==> src/rtl/bist_sequencer.sv <==
// Moore BIST sequencer: LFSR/scan/MISR schedule followed by a golden-signature compare.
// Optional BIST_DIAG_EN adds fail_sig/fail_valid diagnostic capture registers.
module bist_sequencer #(
    parameter int               CHAIN_LEN  = 8,
    parameter int               N_PATTERNS = 16,
    parameter int               SIG_W      = 3,
    parameter logic [SIG_W-1:0] GOLDEN_SIG = 3'b101
) (
    input  logic             CLK,
    input  logic             RST,
    input  logic             bist_start,
    input  logic [SIG_W-1:0] misr_sig,
    output logic             lfsr_load,
    output logic             lfsr_en,
    output logic             misr_clr,
    output logic             misr_en,
    output logic             scan_en,
    output logic             running,
    output logic             bist_end,
`ifdef BIST_DIAG_EN
    output logic [SIG_W-1:0] fail_sig,
    output logic             fail_valid,
`endif
    output logic             pass_fail
);

    localparam int SHIFT_W = (CHAIN_LEN > 1) ? $clog2(CHAIN_LEN) : 1;
    localparam int PAT_W   = (N_PATTERNS > 1) ? $clog2(N_PATTERNS) : 1;

    localparam logic [SHIFT_W-1:0] SHIFT_LAST = SHIFT_W'(CHAIN_LEN - 1);
    localparam logic [PAT_W-1:0]   PAT_LAST   = PAT_W'(N_PATTERNS - 1);

    localparam logic [2:0] ST_IDLE    = 3'd0;
    localparam logic [2:0] ST_INIT    = 3'd1;
    localparam logic [2:0] ST_SHIFT   = 3'd2;
    localparam logic [2:0] ST_CAPTURE = 3'd3;
    localparam logic [2:0] ST_UNLOAD  = 3'd4;
    localparam logic [2:0] ST_COMPARE = 3'd5;
    localparam logic [2:0] ST_DONE    = 3'd6;

    logic [2:0]         state;
    logic [2:0]         state_next;
    logic [SHIFT_W-1:0] shift_cnt;
    logic [PAT_W-1:0]   pat_cnt;
    logic               shift_last;
    logic               pat_last;

    assign shift_last = (shift_cnt == SHIFT_LAST);
    assign pat_last   = (pat_cnt == PAT_LAST);

    // DONE only exits on a low bist_start, so a held request never re-triggers a run.
    always_comb begin
        state_next = state;
        case (state)
            ST_IDLE:    if (bist_start) state_next = ST_INIT;
            ST_INIT:    state_next = ST_SHIFT;
            ST_SHIFT:   if (shift_last) state_next = ST_CAPTURE;
            ST_CAPTURE: state_next = pat_last ? ST_UNLOAD : ST_SHIFT;
            ST_UNLOAD:  if (shift_last) state_next = ST_COMPARE;
            ST_COMPARE: state_next = ST_DONE;
            ST_DONE:    if (!bist_start) state_next = ST_IDLE;
            default:    state_next = ST_IDLE;
        endcase
    end

    // shift_cnt is shared by SHIFT and UNLOAD; both phases last CHAIN_LEN cycles.
    always_ff @(posedge CLK or negedge RST) begin
        if (!RST) begin
            state     <= ST_IDLE;
            shift_cnt <= '0;
            pat_cnt   <= '0;
            pass_fail <= 1'b0;
        end else begin
            state <= state_next;
            case (state)
                ST_INIT: begin
                    shift_cnt <= '0;
                    pat_cnt   <= '0;
                    pass_fail <= 1'b0;
                end
                ST_SHIFT, ST_UNLOAD: begin
                    shift_cnt <= shift_last ? '0 : shift_cnt + SHIFT_W'(1);
                end
                ST_CAPTURE: begin
                    pat_cnt <= pat_last ? '0 : pat_cnt + PAT_W'(1);
                end
                ST_COMPARE: begin
                    pass_fail <= (misr_sig == GOLDEN_SIG);
                end
                default: ;
            endcase
        end
    end

`ifdef BIST_DIAG_EN
    always_ff @(posedge CLK or negedge RST) begin
        if (!RST) begin
            fail_sig   <= '0;
            fail_valid <= 1'b0;
        end else if (state == ST_INIT) begin
            fail_sig   <= '0;
            fail_valid <= 1'b0;
        end else if (state == ST_COMPARE) begin
            fail_sig   <= misr_sig;
            fail_valid <= (misr_sig != GOLDEN_SIG);
        end
    end
`endif

    // In CAPTURE the LFSR is held so its vector stays on the functional inputs.
    assign lfsr_load = (state == ST_INIT);
    assign misr_clr  = (state == ST_INIT);
    assign lfsr_en   = (state == ST_SHIFT);
    assign scan_en   = (state == ST_SHIFT) || (state == ST_UNLOAD);
    assign misr_en   = (state == ST_SHIFT) || (state == ST_CAPTURE) || (state == ST_UNLOAD);
    assign running   = (state != ST_IDLE) && (state != ST_DONE);
    assign bist_end  = (state == ST_DONE);

endmodule

==> config.mk <==
export PLATFORM = sky130hd
export DESIGN_NAME = bist_sequencer
export DESIGN_NICKNAME = d
export VERILOG_FILES = /design/src/rtl/bist_sequencer.sv
export SDC_FILE = /design/constraint.sdc
export NUM_CORES = 1
export LEC_CHECK = 0
export CAP_MARGIN = 40
export CORE_UTILIZATION = 30
export DETAILED_ROUTE_END_ITERATION = 8
export GPL_TIMING_DRIVEN = 0
export MAX_ROUTING_LAYER = met4
export PLACE_DENSITY = 0.56
export REMOVE_ABC_BUFFERS = 1
export SLEW_MARGIN = 0
export SYNTH_ARGS = -nofsm -noshare
export SYNTH_HDL_FRONTEND = slang
export SYNTH_SLANG_ARGS = --single-unit
==> constraint.sdc <==
create_clock -name CLK -period 1.75 [get_ports CLK]
set_input_delay 0.4375 -clock CLK [delete_from_list [all_inputs] [get_ports CLK]]
set_output_delay 0.4375 -clock CLK [all_outputs]
set_load 0.02 [all_outputs]
==> metrics.md <==
| Metric | Value |
|---|---|
| Outcome | `finished clean` |
| Worst slack at placement | `-354 ps` |
| Category of the worst setup path launch point | `register` |
| Clk sinks | `11` |
| Vias in the first global route | `613` |
| Count of pins over their slew limit | `0` |
| Number of nets in the final layout | `107` |
| DRC violation total after the first TritonRoute iteration | `4` |
| Maximum Capacitance Violations | `0` |
| Starting density of the core | `32.0%` |
| Int Pwr | `0.933 mW` |
| Routability cong. | `0.714` |
| Clk slew on worst S/H paths | `70 ps` |
| Post-route setup slack | `69.0 ps` |
| Worst-path maximum fanout | `7` |
| I/O pins | `14` |
| Period utilisation layout | `96.1%` |
| Switching fraction of total power | `43.0%` |
| Aggregate routed wire length | `1470 um` |
| Highest ir drop seen on vdd | `0.000777 V` |
| Type of the tightest min-delay check | `reg -> reg` |
| Avg WL per Cell | `11.8 um` |
| Worst setup EP type | `primary output` |
| GRT overflow | `0` |
| Count of yosys warnings during synthesis | `0` |
| Fraction of synthesis flops using an asynchronous set or reset pin | `100%` |
| Ant diodes | `0` |
| Share of the core filled with cells | `41.3%` |
| Data required time of the critical path | `1310 ps` |
| Post-route antenna net violation count | `0` |
| Total number of placement rows | `17` |
| Cell count of the worst hold path | `2` |
| Reg power frac | `30.6%` |
| Layout cells sized above 1 | `27.8%` |
| Drc violations | `0` |
| Number of optimization iterations in the first detailed-route pass | `3` |
| Commonest register cell after synthesis | `sky130_fd_sc_hd__dfrtp_1` |
| Hold Slack | `502 ps` |
| Bufs on Longest Clock Path | `2` |
| Global-route usage over all layers | `13.6%` |
| Cell count after placement | `113` |
| Post-Syn Area | `714 um2` |
| Final count of negative-setup-slack endpoints | `0` |
| Critical path class | `reg -> out` |
| Number of enable-type register cells in the synthesized netlist | `0` |
| CTS buffer count | `3` |
| Width of the chip | `50.8 um` |
| Final hold vios | `0` |
| CTS H-tree depth | `1` |
| Library cell used as clock root buffer | `sky130_fd_sc_hd__clkbuf_4` |
| Transition time at the pin with the least slew margin | `510 ps` |
| DIE AREA | `2580 um2` |
| Gate Count Post-Synth | `78` |
| TritonCTS clock tree | `yes` |
| Later-pin clock latency in the skew report | `260 ps` |
| Combinational group share of total power | `59.1%` |
| Slew margin rel. | `65.9%` |
| Arrival time at the worst endpoint | `1240 ps` |
| Number of distinct library cells after synthesis | `31` |
| Logic depth of the worst register-to-register path | `5` |
| Number of synthesized register bits | `11` |
| Initial antenna violation count | `0` |
| Sequential share of the synthesized area | `38.5%` |
| Mean instance size in the synthesized netlist | `9.16 um2` |
| Total number of vias | `624` |
| Pin count of the biggest net entering global routing | `12` |
| Maximum clock frequency | `0.595 GHz` |
| Setup repair after global routing missed its margin | `no` |
| Post-Layout Cell Count | `125` |
| Skew final | `3.66 ps` |
| Vias per cell | `4.99` |
| Port Buffers | `13` |
| Post-route standard cell area excluding fillers | `922 um2` |
| Std-Cell Core Area | `2230 um2` |
| Post-route minimum period | `1680 ps` |
| Half-perimeter wire length of the detailed placement result | `945 um` |
| Power Dens Cells | `1780 nW/um2` |
| Clock Power Share | `10.3%` |
| Die span in y | `50.8 um` |
| Area Overhead vs Synth | `29.1%` |
| Post-DP Area | `838 um2` |
| First-pass GRT wire length | `2550 um` |
| Reported net switching power | `0.704 mW` |
| Leakage | `0.419 nW` |
[registers in the layout, indices dropped and copies added (netlist names)]
register / flops
pat_cnt: 4
shift_cnt: 3
pass_fail: 1
state: 3
[layout by cell type, fill, tap and decap left out, types with 2 or more instances in the layout]
cell type and n:
sky130_fd_sc_hd__nor3_1 2, sky130_fd_sc_hd__a22o_1 2, sky130_fd_sc_hd__nor2_2 2, sky130_fd_sc_hd__ha_1 3, sky130_fd_sc_hd__nand3_1 3, sky130_fd_sc_hd__dfrtp_1 8, sky130_fd_sc_hd__nand2b_1 8, sky130_fd_sc_hd__inv_1 4
sky130_fd_sc_hd__a221oi_1 2, sky130_fd_sc_hd__buf_2 5, sky130_fd_sc_hd__dfrtp_2 3, sky130_fd_sc_hd__o21ai_1 3, sky130_fd_sc_hd__clkdlybuf4s50_1 6, sky130_fd_sc_hd__nand2_1 6, sky130_fd_sc_hd__o21ai_0 5, sky130_fd_sc_hd__clkbuf_4 3
sky130_fd_sc_hd__a21o_1 2, sky130_fd_sc_hd__nor2_1 4, sky130_fd_sc_hd__a21oi_1 2, sky130_fd_sc_hd__buf_4 8
[logic make-up after synthesis]
group | count (synthesis) | share of synthesized area (%)
and+or+nand+nor | 32 | 26.1
adders and majority gates | 3 | 5.25
buffers and inverters | 10 | 7.88
AOI/OAI and AO/OA | 20 | 18.4
DFF | 11 | 38.5
muxes | 1 | 1.58
xor gates and xnor gates | 1 | 2.28
[power by group through the flow]
stage,Clock [mW],Sequential (mW),Combinational [mW]
2_1_floorplan,0,0.504,0.584
6_report,0.169,0.500,0.968
3_3_place_gp,0,0.545,0.808
5_1_grt,0.187,0.520,1.08
4_1_cts,0.176,0.499,0.988
3_5_place_dp,0,0.548,0.822
[synthesized netlist by cell type (2+ instances only)]
cell type                  instances  area share, %
sky130_fd_sc_hd__ha_1              3            5.3
sky130_fd_sc_hd__o21ai_1           3            2.1
sky130_fd_sc_hd__nand2b_1          8            7.0
sky130_fd_sc_hd__buf_2             3            2.1
sky130_fd_sc_hd__a22o_1            2            2.5
sky130_fd_sc_hd__nand2_1           6            3.2
sky130_fd_sc_hd__a221oi_1          2            2.5
sky130_fd_sc_hd__buf_4             2            2.1
sky130_fd_sc_hd__nor3_1            2            1.4
sky130_fd_sc_hd__inv_1             4            2.1
sky130_fd_sc_hd__nor2_1            5            2.6
sky130_fd_sc_hd__a21o_1            2            2.1
sky130_fd_sc_hd__dfrtp_1          11             39
sky130_fd_sc_hd__a21oi_1           2            1.4
sky130_fd_sc_hd__nand3_1           3            2.1
sky130_fd_sc_hd__o21ai_0           5            3.5
[area by class of cell]
cell class	count	area, um2
fill	231	1310
multi-input combinational	57	397
inverter	4	15.0
sequential	11	279
timing repair buffer	21	170
tap	28	35.0
clock buffer	4	26.3
[final timing paths]
| path | end | slack, ps | start |
|---|---|---|---|
| max | misr_en | 70 | state[2]$_DFFE_PN0P_ |
| min | pass_fail$_DFFE_PN0P_ | 500 | pass_fail$_DFFE_PN0P_ |
| max reg2reg | state[0]$_DFFE_PN0P_ | 330 | shift_cnt[0]$_DFFE_PN0P_ |
| min reg2reg | pass_fail$_DFFE_PN0P_ | 500 | pass_fail$_DFFE_PN0P_ |
| max in group asynchronous | state[1]$_DFFE_PN0P_ | 860 | RST |
| min in group asynchronous | shift_cnt[0]$_DFFE_PN0P_ | 510 | RST |
[timing repair]
action | CTS | global route
gates resized for setup | 28 | 5
pin swaps | 1 | 0
endpoints found under the setup margin | 7 | 5
hold buffers | 0 | 0
buffers inserted | 8 | 0
[routing by layer]
metal / track usage (%) / share of wire [%]
met1: 15.8 / 48
met2: 21.8 / 48
met3: 1.21 / 2.7
met4: 10.2 / 1.8
met5: - / 0
[critical path, stage by stage (launching register included)]
cell	delay, ps
sky130_fd_sc_hd__dfrtp_2	450
sky130_fd_sc_hd__buf_4	170
sky130_fd_sc_hd__nand2b_1	70
sky130_fd_sc_hd__o21ai_1	110
sky130_fd_sc_hd__buf_2	180
[metrics by stage]
stage          TNS [ps]  total power, mW
2_1_floorplan         0             1.09
3_3_place_gp      -2120             1.35
3_5_place_dp      -2060             1.37
4_1_cts               0             1.66
5_1_grt               0             1.79
6_report              0             1.64
No activity file was read; power rests on OpenSTA's default activity.
